--- src/rtl/loader_pkg.sv ---
// rtl/loader_pkg.sv - program loader state and target encodings
package loader_pkg;

  typedef enum logic [1:0] {
    LOAD = 2'd0,
    RUN  = 2'd1,
    DONE = 2'd2,
    ERR  = 2'd3
  } loader_state_e;

  localparam logic TGT_IMEM = 1'b0;
  localparam logic TGT_DMEM = 1'b1;

endpackage

--- src/rtl/loader_addr_counter.sv ---
// rtl/loader_addr_counter.sv - per-target write address counter with full flag
module loader_addr_counter #(
  parameter  int DEPTH = 256,
  localparam int AW    = $clog2(DEPTH)
) (
  input  logic        clk,
  input  logic        reset,
  input  logic        inc,
  input  logic        clr,
  output logic [AW:0] count,
  output logic        full
);

  localparam logic [AW:0] FULL_VAL = (AW+1)'(DEPTH);

  always_ff @(posedge clk) begin
    if (!reset) begin
      count <= '0;
    end else if (clr) begin
      count <= '0;
    end else if (inc) begin
      count <= count + 1'b1;
    end
  end

  assign full = (count == FULL_VAL);

endmodule

--- src/rtl/program_loader.sv ---
// rtl/program_loader.sv - streams program/data into processor memories, then sequences run
// Optional LOADER_CHECKSUM_EN adds a running checksum of written words.
module program_loader
  import loader_pkg::*;
#(
  parameter  int WORD_W     = 32,
  parameter  int IMEM_DEPTH = 256,
  parameter  int DMEM_DEPTH = 256,
  localparam int IA_W       = $clog2(IMEM_DEPTH),
  localparam int DA_W       = $clog2(DMEM_DEPTH)
) (
  input  logic              clk,
  input  logic              reset,
  input  logic              in_valid,
  output logic              in_ready,
  input  logic [WORD_W-1:0] in_data,
  input  logic              in_target,
  input  logic              in_last,
  input  logic              restart,
  input  logic              run_done,
  output logic              imem_we,
  output logic [IA_W-1:0]   imem_addr,
  output logic [WORD_W-1:0] imem_wdata,
  output logic              dmem_we,
  output logic [DA_W-1:0]   dmem_addr,
  output logic [WORD_W-1:0] dmem_wdata,
  output logic              start_signal,
  output logic [IA_W:0]     imem_count,
  output logic [DA_W:0]     dmem_count,
  output logic              load_err,
  output logic [1:0]        state
`ifdef LOADER_CHECKSUM_EN
  ,
  output logic [WORD_W-1:0] checksum
`endif
);

  loader_state_e state_q, state_d;
  logic imem_inc, dmem_inc, clr_counts;
  logic imem_full, dmem_full, tgt_full;

  loader_addr_counter #(.DEPTH(IMEM_DEPTH)) u_imem_cnt (
    .clk(clk), .reset(reset), .inc(imem_inc), .clr(clr_counts),
    .count(imem_count), .full(imem_full)
  );

  loader_addr_counter #(.DEPTH(DMEM_DEPTH)) u_dmem_cnt (
    .clk(clk), .reset(reset), .inc(dmem_inc), .clr(clr_counts),
    .count(dmem_count), .full(dmem_full)
  );

  assign tgt_full = (in_target == TGT_DMEM) ? dmem_full : imem_full;

  always_ff @(posedge clk) begin
    if (!reset) begin
      state_q <= LOAD;
    end else begin
      state_q <= state_d;
    end
  end

  always_comb begin
    state_d      = state_q;
    in_ready     = 1'b0;
    start_signal = 1'b0;
    load_err     = 1'b0;
    imem_inc     = 1'b0;
    dmem_inc     = 1'b0;
    clr_counts   = 1'b0;
    case (state_q)
      LOAD: begin
        in_ready = 1'b1;
        if (in_valid) begin
          if (tgt_full) begin
            state_d = ERR;
          end else begin
            imem_inc = (in_target == TGT_IMEM);
            dmem_inc = (in_target == TGT_DMEM);
            // A program with no instruction words cannot run
            if (in_last) begin
              state_d = (in_target == TGT_DMEM && imem_count == '0) ? ERR : RUN;
            end
          end
        end
      end
      RUN: begin
        start_signal = 1'b1;
        if (run_done) state_d = DONE;
      end
      DONE: begin
        if (restart) begin
          state_d    = LOAD;
          clr_counts = 1'b1;
        end
      end
      ERR: begin
        load_err = 1'b1;
        if (restart) begin
          state_d    = LOAD;
          clr_counts = 1'b1;
        end
      end
      default: state_d = LOAD;
    endcase
  end

  // Write ports are registered so the strobe lines up with the count increment
  always_ff @(posedge clk) begin
    if (!reset) begin
      imem_we    <= 1'b0;
      imem_addr  <= '0;
      imem_wdata <= '0;
      dmem_we    <= 1'b0;
      dmem_addr  <= '0;
      dmem_wdata <= '0;
    end else begin
      imem_we <= imem_inc;
      dmem_we <= dmem_inc;
      if (imem_inc) begin
        imem_addr  <= imem_count[IA_W-1:0];
        imem_wdata <= in_data;
      end
      if (dmem_inc) begin
        dmem_addr  <= dmem_count[DA_W-1:0];
        dmem_wdata <= in_data;
      end
    end
  end

`ifdef LOADER_CHECKSUM_EN
  always_ff @(posedge clk) begin
    if (!reset) begin
      checksum <= '0;
    end else if (clr_counts) begin
      checksum <= '0;
    end else if (imem_inc || dmem_inc) begin
      checksum <= checksum + in_data;
    end
  end
`endif

  assign state = state_q;

endmodule

--- config.mk ---
export PLATFORM = sky130hd
export DESIGN_NAME = program_loader
export DESIGN_NICKNAME = d
export VERILOG_FILES = /design/src/rtl/loader_pkg.sv /design/src/rtl/loader_addr_counter.sv /design/src/rtl/program_loader.sv
export SDC_FILE = /design/constraint.sdc
export NUM_CORES = 1
export LEC_CHECK = 0
export CORE_MARGIN = 2
export CORE_UTILIZATION = 50
export DETAILED_ROUTE_END_ITERATION = 12
export PLACE_DENSITY = 0.86
export RECOVER_POWER = 25
export SYNTH_ARGS = -nofsm -noshare
export SYNTH_HDL_FRONTEND = slang
export SYNTH_HIERARCHICAL = 1
export SYNTH_SLANG_ARGS = --single-unit
--- constraint.sdc ---
create_clock -name clk -period 7.4 [get_ports clk]
set_input_delay 0.74 -clock clk [delete_from_list [all_inputs] [get_ports clk]]
set_output_delay 0.74 -clock clk [all_outputs]
set_load 0.01 [all_outputs]
# Yosys cells after proc, flatten, opt, wreduce, memory -nomap -nowiden
# Cells that the tools add are included.
# totals
register_bits,102
in_bits,39
output_inout_bits,105
elab_cells,47
# op_classes
addsub,2
n_eq_ne,9
muxes,19
bitwise,2
reduce_logical,6
# op_table
op,count
$add 9x1->9 const B,2
$eq 9x9->1 const B,2
$mux 1,12
$mux 2,6
$logic_not 9->1,1
$pmux 2 s3,1
$eq 2x2->1 const B,2
$ne 2x2->1 const B,2
$reduce_and 4->1,1
$reduce_or 2->1,2
$ne 3x3->1 const B,1
$eq 2x1->1 const B,1
$logic_not 2->1,1
$ne 2x1->1 const B,1
$not 1->1,2
$logic_and 1x1->1,1

# Logic depth before layout (Yosys ltp)
# depth
ltp_word,7
mapped_depth,11
mapped_depth_nobuf,9

# By module
# The synthesis kept the hierarchy.
# modules_own_cells
mod,instances,cells_per_inst,area_each_um2,seq_area_each_um2
program_loader,1,398,3540.9,1681.6
loader_addr_counter,2,49,429.2,180.2

# Worst setup path before layout
# Ideal clock, no wire load.
# synth_timing
kind,register to register
startpoint,register u_imem_cnt.count[0]
endpoint,register u_imem_cnt.count[5]
setup_time_ns,0.070
t_arrival_ns,2.437
required_ns,7.330
path_slack_ns,4.893
path_stages_with_launch,12
path_buffers,2
cell_sequence,dfxtp_1 -> inv_1 -> ha_1 -> nor4b_1 -> and4b_2 -> or2_2 -> clkbuf_1 -> nor2_1 -> buf_2 -> nand4_2 -> or3_1 -> a21oi_1
# synth_via
elab_chain_cells,5
# synth_rtl
element,line,source
"start, declared",loader_addr_counter.sv:10,"output logic [AW:0] count,"
"start signal, assigned",loader_addr_counter.sv:22,count <= count + 1'b1;
$eq 9x9->1,loader_addr_counter.sv:26,assign full = (count == FULL_VAL);
via imem_full,program_loader.sv:40,"logic imem_full, dmem_full, tgt_full;"
$mux 1,program_loader.sv:52,assign tgt_full = (in_target == TGT_DMEM) ? dmem_full : imem_full;
$mux 1,program_loader.sv:74,if (tgt_full) begin
$mux 1,program_loader.sv:73,if (in_valid) begin
$mux 1,program_loader.sv:70,case (state_q)
via imem_inc,program_loader.sv:39,"logic imem_inc, dmem_inc, clr_counts;"
# The timed path passes the listed nets, and every way through them passes these cells.
# A chain may end at the register's enable or synchronous reset.

# Worst setup path in the final report
# layout_timing
startpoint,register u_dmem_cnt.count[0]
endpoint,register u_dmem_cnt.count[5]
# layout_via
elab_chain_cells,5
# layout_rtl
element,line
"start, declared",loader_addr_counter.sv:10
"start signal, assigned",loader_addr_counter.sv:22
$eq 9x9->1,loader_addr_counter.sv:26
via dmem_full,program_loader.sv:40
$mux 1,program_loader.sv:52
$mux 1,program_loader.sv:74
$mux 1,program_loader.sv:73
$mux 1,program_loader.sv:70
via dmem_inc,program_loader.sv:39
# The timed path passes the listed nets, and every way through them passes these cells.

==> run metrics <==
die area=9560 µm²; final hold vios=0; synthesized instance count=496; Post-DP HPWL=7820 µm; core footprint=8640 µm²; Via density=5.84; Root Driver=clkbuf_8; first-pass GRT wire length=19400 µm; TritonCTS clock tree=done; Hold Path Class=reg -> reg; cts hold-fix bufs=0; Worst EP required=7.68 ns; setup ws final=4.17 ns; final setup skew=0.0145 ns; RSZ-0062 raised after global routing=false; Worst Hold Depth=2; Placed Area=5730 µm²; DRC=0; Detailed Route WL=12200 µm; largest net degree at the start of global routing=90; ANT cells=0; share of cells above drive strength 1=0.0525; Power Total=1.10 mW; DR WL/cell=17.0 µm; Max-cap violations=0; pin slew with the least headroom to its limit=1.02 ns; Vias=4186; vias in the first global route=3848; number of synthesized flops with an enable pin=0; register area share after synthesis=0.464; Num Clock Sinks=102; Power per Cell Area=185 nW/µm²; Netlist cell types=37; Worst Setup Path Type=reg -> reg; post-synthesis instance area=4400 µm²; depth of the worst register-to-register path=9; Mapped Avg Cell Area=8.87 µm²; PortBufs=143; Yosys reg bits=102; CTS Buf Count=9; Ports=144; chip width=97.8 µm; final period utilization=0.436; area delta synth->final=34.3%; Achievable Freq=0.310 GHz; Ys Warns=6; Clk pin slew, worst setup/hold paths=0.09 ns; # rows=34; GRT Total Usage=0.247; dpl ws=3.99 ns; htree depth=3; Pleak=2.15 nW; crit-path max FO=41; Routed Antenna Nets=0; DIE HEIGHT=97.8 µm; post-layout instance area=5910 µm²; CTS resizes=0; fill cell count=681; setup violators final=0; status=complete, no violations; Slew Limit Fails=0; ys flop type=dfxtp_1; Final Util=0.684; initial antenna violation count=0; synthesized net count=539; # Post-CTS Setup Buffers=0; gpl congestion=0.890; grt ovf=0; Initial Util=0.509; Skew-Pair Late Insertion Delay=0.36 ns; nets=647; Pre-antenna DRT Iters=5; TNS Setup=0 ns; Setup crit end kind=flip-flop; Worst slew margin=0.321; Worst Setup Start Kind=flip-flop; Hold WS=0.479 ns; crit path DAT=3.51 ns; placed cell count=701; Detailed Route Iter0 Violations=298; Period minus WS final=3.23 ns; Clock Path Buffers=2; Post-Layout Cell Count=717; ys async rst share=0; peak supply drop=0.0833 mV
## flip-flops by register name, indices dropped and copies added (netlist names)
name,cells
dmem_addr,8
dmem_wdata,32
dmem_we,1
imem_addr,8
imem_wdata,32
imem_we,1
state,2
u_dmem_cnt/count,9
u_imem_cnt/count,9
## path summary, 6_finish.rpt
kind | startpoint | to | slack, ns
min | imem_wdata[22] | imem_wdata[22] | 0.48
min reg2reg | imem_wdata[22] | imem_wdata[22] | 0.48
max | u_dmem_cnt/count[0] | u_dmem_cnt/count[5] | 4.17
max reg2reg | u_dmem_cnt/count[0] | u_dmem_cnt/count[5] | 4.17
## cell usage after synthesis (all sizes together) (5+ instances only)
cell,count,area share
nor2,17,0.015
o21ai,89,0.10
buf,25,0.042
or3,8,0.011
nand4,9,0.016
nand3,86,0.098
xor2,6,0.012
a21oi,8,0.0091
clkbuf,24,0.020
a21boi,80,0.14
dfxtp,102,0.46
inv,5,0.0043
## kinds of logic (layout without fill, tap and decap cells)
| family | Yosys count | count (layout) | share of synthesized area |
|---|---|---|---|
| XOR/XNOR | 8 | 8 | 0.0159 |
| flip-flops | 102 | 102 | 0.464 |
| AO/OA/AOI/OAI | 180 | 180 | 0.254 |
| buffers and inverters | 54 | 167 | 0.0671 |
| adder cells (fa/ha/maj) | 4 | 4 | 0.0114 |
| multiplexers | 4 | 4 | 0.00967 |
| AND/OR/NAND/NOR | 144 | 144 | 0.177 |
## power breakdown
group          switching [mW]  internal, mW  total [mW]
registers              0.0165         0.571       0.588
logic                   0.104        0.0863       0.190
clock network           0.186         0.132       0.318
total                   0.306         0.789        1.10
## critical path: stages, from the launching register on
cell and delay, ns:
dfxtp_1 0.46, inv_1 0.07, ha_1 0.20, nor4b_1 0.13, and4b_2 0.25, nand2b_2 0.62
nor2_1 0.63, nand4_2 0.24, or3_1 0.40, a21oi_1 0.14
## cells in the final DEF, fill, tap and decap left out, types with 2 or more instances in the layout
cell	synthesis	routed
xnor2_1	2	2
nand3_1	86	86
nand2_1	4	4
o21ai_0	11	11
and2_1	2	2
clkinv_4	0	2
nand4_1	7	7
inv_1	5	5
xor2_1	6	6
clkbuf_8	0	10
nand2b_1	4	3
or3_1	8	8
dlygate4sd3_1	0	50
and3_1	2	2
o21ai_1	76	76
a21boi_1	78	78
ha_1	4	4
nand4_2	2	2
nor4b_1	3	3
mux2i_1	2	2
dfxtp_1	102	102
o21ai_2	2	2
mux2_2	2	2
clkdlybuf4s50_1	0	92
nor2_1	17	16
a21boi_0	2	2
clkinv_2	0	2
a21oi_1	8	8
buf_4	0	3
## routing by layer
| metal | track usage | up-vias | part of all wire |
|---|---|---|---|
| li1 | - | 1992 | - |
| met1 | 0.333 | 1962 | 0.42 |
| met2 | 0.390 | 208 | 0.48 |
| met3 | 0.0487 | 24 | 0.072 |
| met4 | 0.106 | 0 | 0.026 |
| met5 | 0 | - | 0 |
## layout make-up
type	instances	area (µm²)	area share
multi-input cells	340	2090	0.353
clock buffers	11	141	0.0239
inverters	5	18.8	0.00318
repair buffers	146	1450	0.245
flip-flops and latches	102	2040	0.346
well taps	108	135	0.0229
clock inverters	5	35.0	0.00593
Power figures use the tool's default switching activity.
